## src/rtl/exe_muldiv_unit.sv

```systemverilog
// exe_muldiv_unit
// Iterative RV32M multiply/divide engine for the EXE stage. Takes one
// M-extension op from the ID/EXE register, holds the front end with stall_o
// while it iterates one bit per cycle, and returns the result with a
// one-cycle valid_o pulse used as the register-write strobe.
//
// Ports:
//   clk, rst        clock, synchronous active-high reset
//   start_i         M-op present in ID/EXE (sampled only in IDLE)
//   op_i[2:0]       RV32M funct3
//   dataA_i/dataB_i rs1/rs2 operands (forwarded)
//   rd_i[4:0]       destination register
//   flush_i         kill of the in-flight op
//   result_o        result, meaningful while valid_o is high
//   rd_o            destination register of the returned result
//   valid_o         one-cycle result / write-enable pulse
//   busy_o          engine occupied (BUSY or DONE)
//   stall_o         combinational hold request to PC, IF/ID and ID/EXE
module exe_muldiv_unit #(
  parameter int unsigned XLEN  = 32,
  parameter int unsigned CNT_W = 6
) (
  input  logic            clk,
  input  logic            rst,
  input  logic            start_i,
  input  logic [2:0]      op_i,
  input  logic [XLEN-1:0] dataA_i,
  input  logic [XLEN-1:0] dataB_i,
  input  logic [4:0]      rd_i,
  input  logic            flush_i,
  output logic [XLEN-1:0] result_o,
  output logic [4:0]      rd_o,
  output logic            valid_o,
  output logic            busy_o,
  output logic            stall_o
);

  localparam int unsigned PW = 2 * XLEN;

  typedef enum logic [1:0] {S_IDLE, S_BUSY, S_DONE} state_t;

  state_t            r_state;
  logic [CNT_W-1:0]  r_cnt;
  logic [2:0]        r_op;
  logic [4:0]        r_rd;
  logic              r_neg_a;
  logic              r_neg_b;
  logic              r_bzero;
  logic [XLEN:0]     r_hi;   // product high half / partial remainder
  logic [XLEN-1:0]   r_lo;   // multiplier shifting out / dividend -> quotient
  logic [XLEN-1:0]   r_b;    // multiplicand / divisor magnitude

  logic              w_sgn_a;
  logic              w_sgn_b;
  logic              w_neg_a;
  logic              w_neg_b;
  logic [XLEN-1:0]   w_mag_a;
  logic [XLEN-1:0]   w_mag_b;
  logic [XLEN:0]     w_sum;
  logic [XLEN+1:0]   w_shift;
  logic [XLEN+1:0]   w_diff;
  logic              w_ge;
  logic [XLEN:0]     w_hi_n;
  logic [XLEN-1:0]   w_lo_n;
  logic [PW-1:0]     w_prod;
  logic [PW-1:0]     w_prod_s;
  logic [XLEN-1:0]   w_quo;
  logic [XLEN-1:0]   w_rem;
  logic [XLEN-1:0]   w_res;

  // Operand sign handling at issue: MULH/DIV/REM signed on both, MULHSU on A only
  always_comb begin
    w_sgn_a = (op_i == 3'b001) || (op_i == 3'b010) || (op_i == 3'b100) || (op_i == 3'b110);
    w_sgn_b = (op_i == 3'b001) || (op_i == 3'b100) || (op_i == 3'b110);
    w_neg_a = w_sgn_a & dataA_i[XLEN-1];
    w_neg_b = w_sgn_b & dataB_i[XLEN-1];
    w_mag_a = w_neg_a ? (XLEN'(0) - dataA_i) : dataA_i;
    w_mag_b = w_neg_b ? (XLEN'(0) - dataB_i) : dataB_i;
  end

  // One iteration: radix-2 shift-add for multiply, restoring step for divide
  always_comb begin
    w_sum   = {1'b0, r_hi[XLEN-1:0]} + (r_lo[0] ? {1'b0, r_b} : '0);
    w_shift = {r_hi, r_lo[XLEN-1]};
    w_diff  = w_shift - {2'b00, r_b};
    w_ge    = ~w_diff[XLEN+1];
    if (r_op[2]) begin
      w_hi_n = w_ge ? w_diff[XLEN:0] : w_shift[XLEN:0];
      w_lo_n = {r_lo[XLEN-2:0], w_ge};
    end else begin
      w_hi_n = {1'b0, w_sum[XLEN:1]};
      w_lo_n = {w_sum[0], r_lo[XLEN-1:1]};
    end
  end

  // Sign correction and result select on the post-final-iteration values.
  // Signed overflow needs no special path: |A|/1 = 0x80..0 negates to itself.
  always_comb begin
    w_prod   = {w_hi_n[XLEN-1:0], w_lo_n};
    w_prod_s = (r_neg_a ^ r_neg_b) ? (PW'(0) - w_prod) : w_prod;
    w_quo    = r_bzero ? '1 : ((r_neg_a ^ r_neg_b) ? (XLEN'(0) - w_lo_n) : w_lo_n);
    w_rem    = r_neg_a ? (XLEN'(0) - w_hi_n[XLEN-1:0]) : w_hi_n[XLEN-1:0];
    case (r_op)
      3'b000:                w_res = w_prod_s[XLEN-1:0];
      3'b001, 3'b010, 3'b011: w_res = w_prod_s[PW-1:XLEN];
      3'b100, 3'b101:        w_res = w_quo;
      default:               w_res = w_rem;
    endcase
  end

  // Control FSM and datapath registers
  always_ff @(posedge clk) begin
    if (rst) begin
      r_state  <= S_IDLE;
      r_cnt    <= '0;
      r_op     <= '0;
      r_rd     <= '0;
      r_neg_a  <= 1'b0;
      r_neg_b  <= 1'b0;
      r_bzero  <= 1'b0;
      r_hi     <= '0;
      r_lo     <= '0;
      r_b      <= '0;
      result_o <= '0;
      rd_o     <= '0;
    end else begin
      case (r_state)
        S_IDLE: begin
          r_cnt <= '0;
          if (start_i && !flush_i) begin
            r_state <= S_BUSY;
            r_op    <= op_i;
            r_rd    <= rd_i;
            r_neg_a <= w_neg_a;
            r_neg_b <= w_neg_b;
            r_bzero <= (dataB_i == '0);
            r_hi    <= '0;
            r_lo    <= w_mag_a;
            r_b     <= w_mag_b;
          end
        end
        S_BUSY: begin
          if (flush_i) begin
            r_state <= S_IDLE;
          end else begin
            r_hi  <= w_hi_n;
            r_lo  <= w_lo_n;
            r_cnt <= r_cnt + CNT_W'(1);
            if (r_cnt == CNT_W'(XLEN - 1)) begin
              r_state  <= S_DONE;
              result_o <= w_res;
              rd_o     <= r_rd;
            end
          end
        end
        default: begin
          r_state <= S_IDLE;
        end
      endcase
    end
  end

  // A flush landing in DONE must still kill the write strobe
  assign valid_o = (r_state == S_DONE) && !flush_i;
  assign busy_o  = (r_state != S_IDLE);
  assign stall_o = ((r_state == S_IDLE) && start_i && !flush_i) || (r_state == S_BUSY);

endmodule

```

## config.mk

```make
export PLATFORM = sky130hd
export DESIGN_NAME = exe_muldiv_unit
export DESIGN_NICKNAME = d
export VERILOG_FILES = /design/src/rtl/exe_muldiv_unit.sv
export SDC_FILE = /design/constraint.sdc
export NUM_CORES = 1
export LEC_CHECK = 0
export CORE_MARGIN = 3
export CORE_UTILIZATION = 25
export CTS_CLUSTER_SIZE = 10
export DETAILED_ROUTE_END_ITERATION = 12
export MAX_ROUTING_LAYER = met4
export SLEW_MARGIN = 20
export SYNTH_ARGS = -nofsm -noshare
export SYNTH_HDL_FRONTEND = slang
export SYNTH_SLANG_ARGS = --single-unit
```

## constraint.sdc

```tcl
create_clock -name clk -period 4.4 [get_ports clk]
set_input_delay 0.44 -clock clk [delete_from_list [all_inputs] [get_ports clk]]
set_output_delay 0.44 -clock clk [all_outputs]
set_load 0.02 [all_outputs]
```

==> impl_results.md <==
* Run status: complete, but fails checks
* Failing checks: setup timing
* Cell variety after synth at 89
* FF+latch area at just over 3000 µm²
* Max-capacitance violation count at 0
* Category of the most critical setup path: reg -> reg
* Clk pwr share at between 30% and 40%
* Final setup violating endpoints at 2
* Detailed router's first-iteration violation count at roughly 1500
* Flip-flop and latch count after synthesis at around 150
* Die width at roughly 250 µm
* Post-detailed-route wirelength per cell at between 20 and 25 µm
* First-pass GRT wire length at 101 mm
* Multi-input gate area in the final layout at approximately 12000 µm²
* Min Hold Slack at ~440 ps
* Switching power as a share of total power at between 30 and 40%
* Layout Skew at roughly 26 ps
* Fill cell count at around 6100
* Tightest Pin Transition at about 1100 ps
* Clock Root Buffer: clkbuf_16
* Mean number of vias per cell at roughly 5.4
* GPL Wtd Cong at 1.03
* Portion of total power attributed to combinational logic at a little over a third
* Power Density at between 200 and 250 nW/µm²
* Worst VDD drop at 0.282 mV
* Number of input and output port buffers inserted at roughly 120
* Layout area overhead at 44.8%
* Worst Setup Slack post-DPL at -601 ps
* Number of buffers added by the clock tree synthesis step at 17
* Later-pin clock latency in the skew report at about 480 ps
* Clock input transition at the sequential cells of the worst setup and hold paths at about 80 ps
* Drt pass-1 iters at 5
* Number of flops mapped to enable cells by yosys at 0
* Die ar. at about 62000 µm²
* Crit path max fanout at 5
* Leading cell types in the layout, fill and taps excluded: 385 x buf_4, 253 x nor2_1, 204 x nand2_1
* Total of hold buffers inserted after clock tree synthesis at 0
* Final hold violation count at 0
* Proportion of register bits with asynchronous set or reset after synthesis at 0%
* Crit end category: flip-flop
* Post-synth net total at about 2200
* Number of standard cells after synthesis at a little over 2000
* Buffer depth of the longest clock path at 2
* Net switching power at about 1.8 mW
* Fin crit share at 101%
* Average cell area after synthesis at 7.12 µm²
* Number of nets at the end of the flow at ~2600
* Vias in the first global route at 17100
* I/O pin cnt at 116
* Total length of routed wires at ~68 mm
* Kind of launch point of the worst setup path: flip-flop
* Synthesis Warnings at 0
* Leakage power figure at 8.38 nW
* Standard cell core area at 58100 µm²
* Int Power at between 3 and 4 mW
* Most used DFF post-synth: dfxtp_1
* Most frequent standard cell in the layout excluding fill and tap cells: buf_4
* Detail Placement HPWL at 52.6 mm
* Leftover overflow at the end of global routing at 0
* Unrepaired setup endpoints after global routing: yes
* Initial core utilization at roughly a quarter
* Sequential element share of the synthesized area at 20.7%
* Number of nets with antenna violations after detailed routing at 0
* Min-Delay Path Class: in -> reg
* Reg power frac at between 30% and 40%
* Total GRT Usage at a little over a fifth
* Relative slew margins at roughly a quarter
* Final critical-path required period at 4420 ps
* Max Fclk at around 230 MHz
* TritonCTS clock tree: yes
* Detailed-route via count at ~18000
* H-Tree Depth at 4
* Pin count of the biggest net entering global routing at 76
* Number of max-slew violations in the final report at 0
* Required time worst endpoint at 4770 ps
* Clock sink count at between 150 and 200
* Placement Rows at 88
* Die outline height at about 250 µm
* Worst endpoint data arrival time at between 4000 and 5000 ps
* Summed instance area of the synthesized netlist at between 10000 and 15000 µm²
* Number of antenna violations at the first check in global routing at 1
* Final setup slack of the worst path at -23.2 ps
* Fraction of layout cells with a size suffix above 1 at roughly a quarter
* Number of remaining DRC errors at 0
cells by family (layout without fill, tap and decap cells):
family	after synthesis	in the layout	synth area share (%)
adder cells (fa/ha/maj)	71	71	6.10
XOR/XNOR	182	182	10.8
flip-flops	153	153	20.7
AND/OR/NAND/NOR	762	762	24.2
multiplexers	49	49	3.41
other	0	1	0
buffers and inverters	197	618	5.29
AO/OA/AOI/OAI	665	665	29.5
critical path, cell delays in order, from the launching register on:
cell	delay [ps]
dfxtp_2	340
ha_4	250
a21o_1	200
a211o_1	280
a2111o_1	330
a21o_1	210
o211ai_4	230
buf_6	140
nor2_4	40
a21oi_2	140
ha_2	220
o21ai_4	80
or2_4	250
nor4_4	280
nand2_2	120
nor4_4	260
nand2_2	140
o31ai_4	240
xor2_1	180
o221ai_1	120
a22o_1	260
area by class of cell:
cell class | instances | area share [%]
diodes | 1 | 0.0117
clock buffers | 20 | 2.08
clock inverters | 12 | 0.759
inverters | 71 | 1.24
multi-input cells | 1729 | 57.0
flip-flops and latches | 153 | 14.5
well taps | 765 | 4.47
repair buffers | 515 | 19.9
layer usage:
layer  up-vias  track usage [%]  share of wire [%]
li1       8415                -                  -
met1      8488             27.9                 45
met2       671             31.9                 44
met3       151             3.54                6.4
met4         0             10.5                5.0
met5         -                -                  0
Yosys cell counts, types with 26 or more instances:
master / n / area, µm²
nor4_1: 27 / 169
inv_1: 70 / 263
a211oi_1: 79 / 593
nand2_1: 212 / 796
nor2_1: 258 / 968
a21oi_1: 198 / 991
a22oi_1: 28 / 210
dfxtp_1: 153 / 3060
o31ai_1: 26 / 195
clkbuf_1: 99 / 372
nor3_1: 49 / 245
mux2i_1: 38 / 380
xor2_1: 88 / 771
nand3_1: 43 / 215
ha_1: 69 / 863
xnor2_1: 94 / 823
o21ai_0: 114 / 571
and2_1: 47 / 294
through the flow:
stage | instances | power [mW] | util, % | cell area [µm²] | setup TNS [ps]
floorplan | 2079 | 2.36 | - | 14900 | 0
global placement | 3201 | 3.05 | 33.3 | 19300 | -4990
detailed placement | 3201 | 3.06 | 33.3 | 19300 | -4540
CTS | 3245 | 4.77 | 35.1 | 20400 | 0
global route | 3266 | 5.11 | 36.9 | 21400 | -1330
finish | 3266 | 4.90 | 36.9 | 21400 | -39.1
flip-flops by register name (all words and copies together), names as in the netlist:
signal,flops
r_neg_a,1
result_o,32
r_lo,32
r_bzero,1
rd_o,5
r_hi,33
r_rd,5
r_state,2
r_b,32
r_neg_b,1
r_op,3
r_cnt,6
power by group through the flow:
| stage | logic (mW) | registers (mW) | clock network (mW) |
|---|---|---|---|
| finish | 1.77 | 1.48 | 1.65 |
| global route | 1.89 | 1.49 | 1.73 |
| CTS | 1.62 | 1.48 | 1.67 |
| detailed placement | 1.55 | 1.51 | 0 |
| global placement | 1.54 | 1.51 | 0 |
| floorplan | 0.871 | 1.49 | 0 |
final timing paths:
check | from | endpoint | slack, ps | cells after the start
hold reg to reg | result_o[18] | result_o[18] | 440 | 2
setup / recovery | r_hi[29] | result_o[28] | -20 | 20
setup reg to reg | r_hi[29] | result_o[28] | -20 | 20
hold / removal | rst | r_lo[19] | 440 | 2
timing repair:
action | 4_1_cts | 5_1_grt
gates resized for setup | 79 | 162
endpoints found under the hold margin | 0 | 0
buffers inserted | 12 | 21
cloned | 0 | 1
setup endpoints to repair | 20 | 31
pin swaps | 25 | 69
No activity file was read; power rests on OpenSTA's default activity.
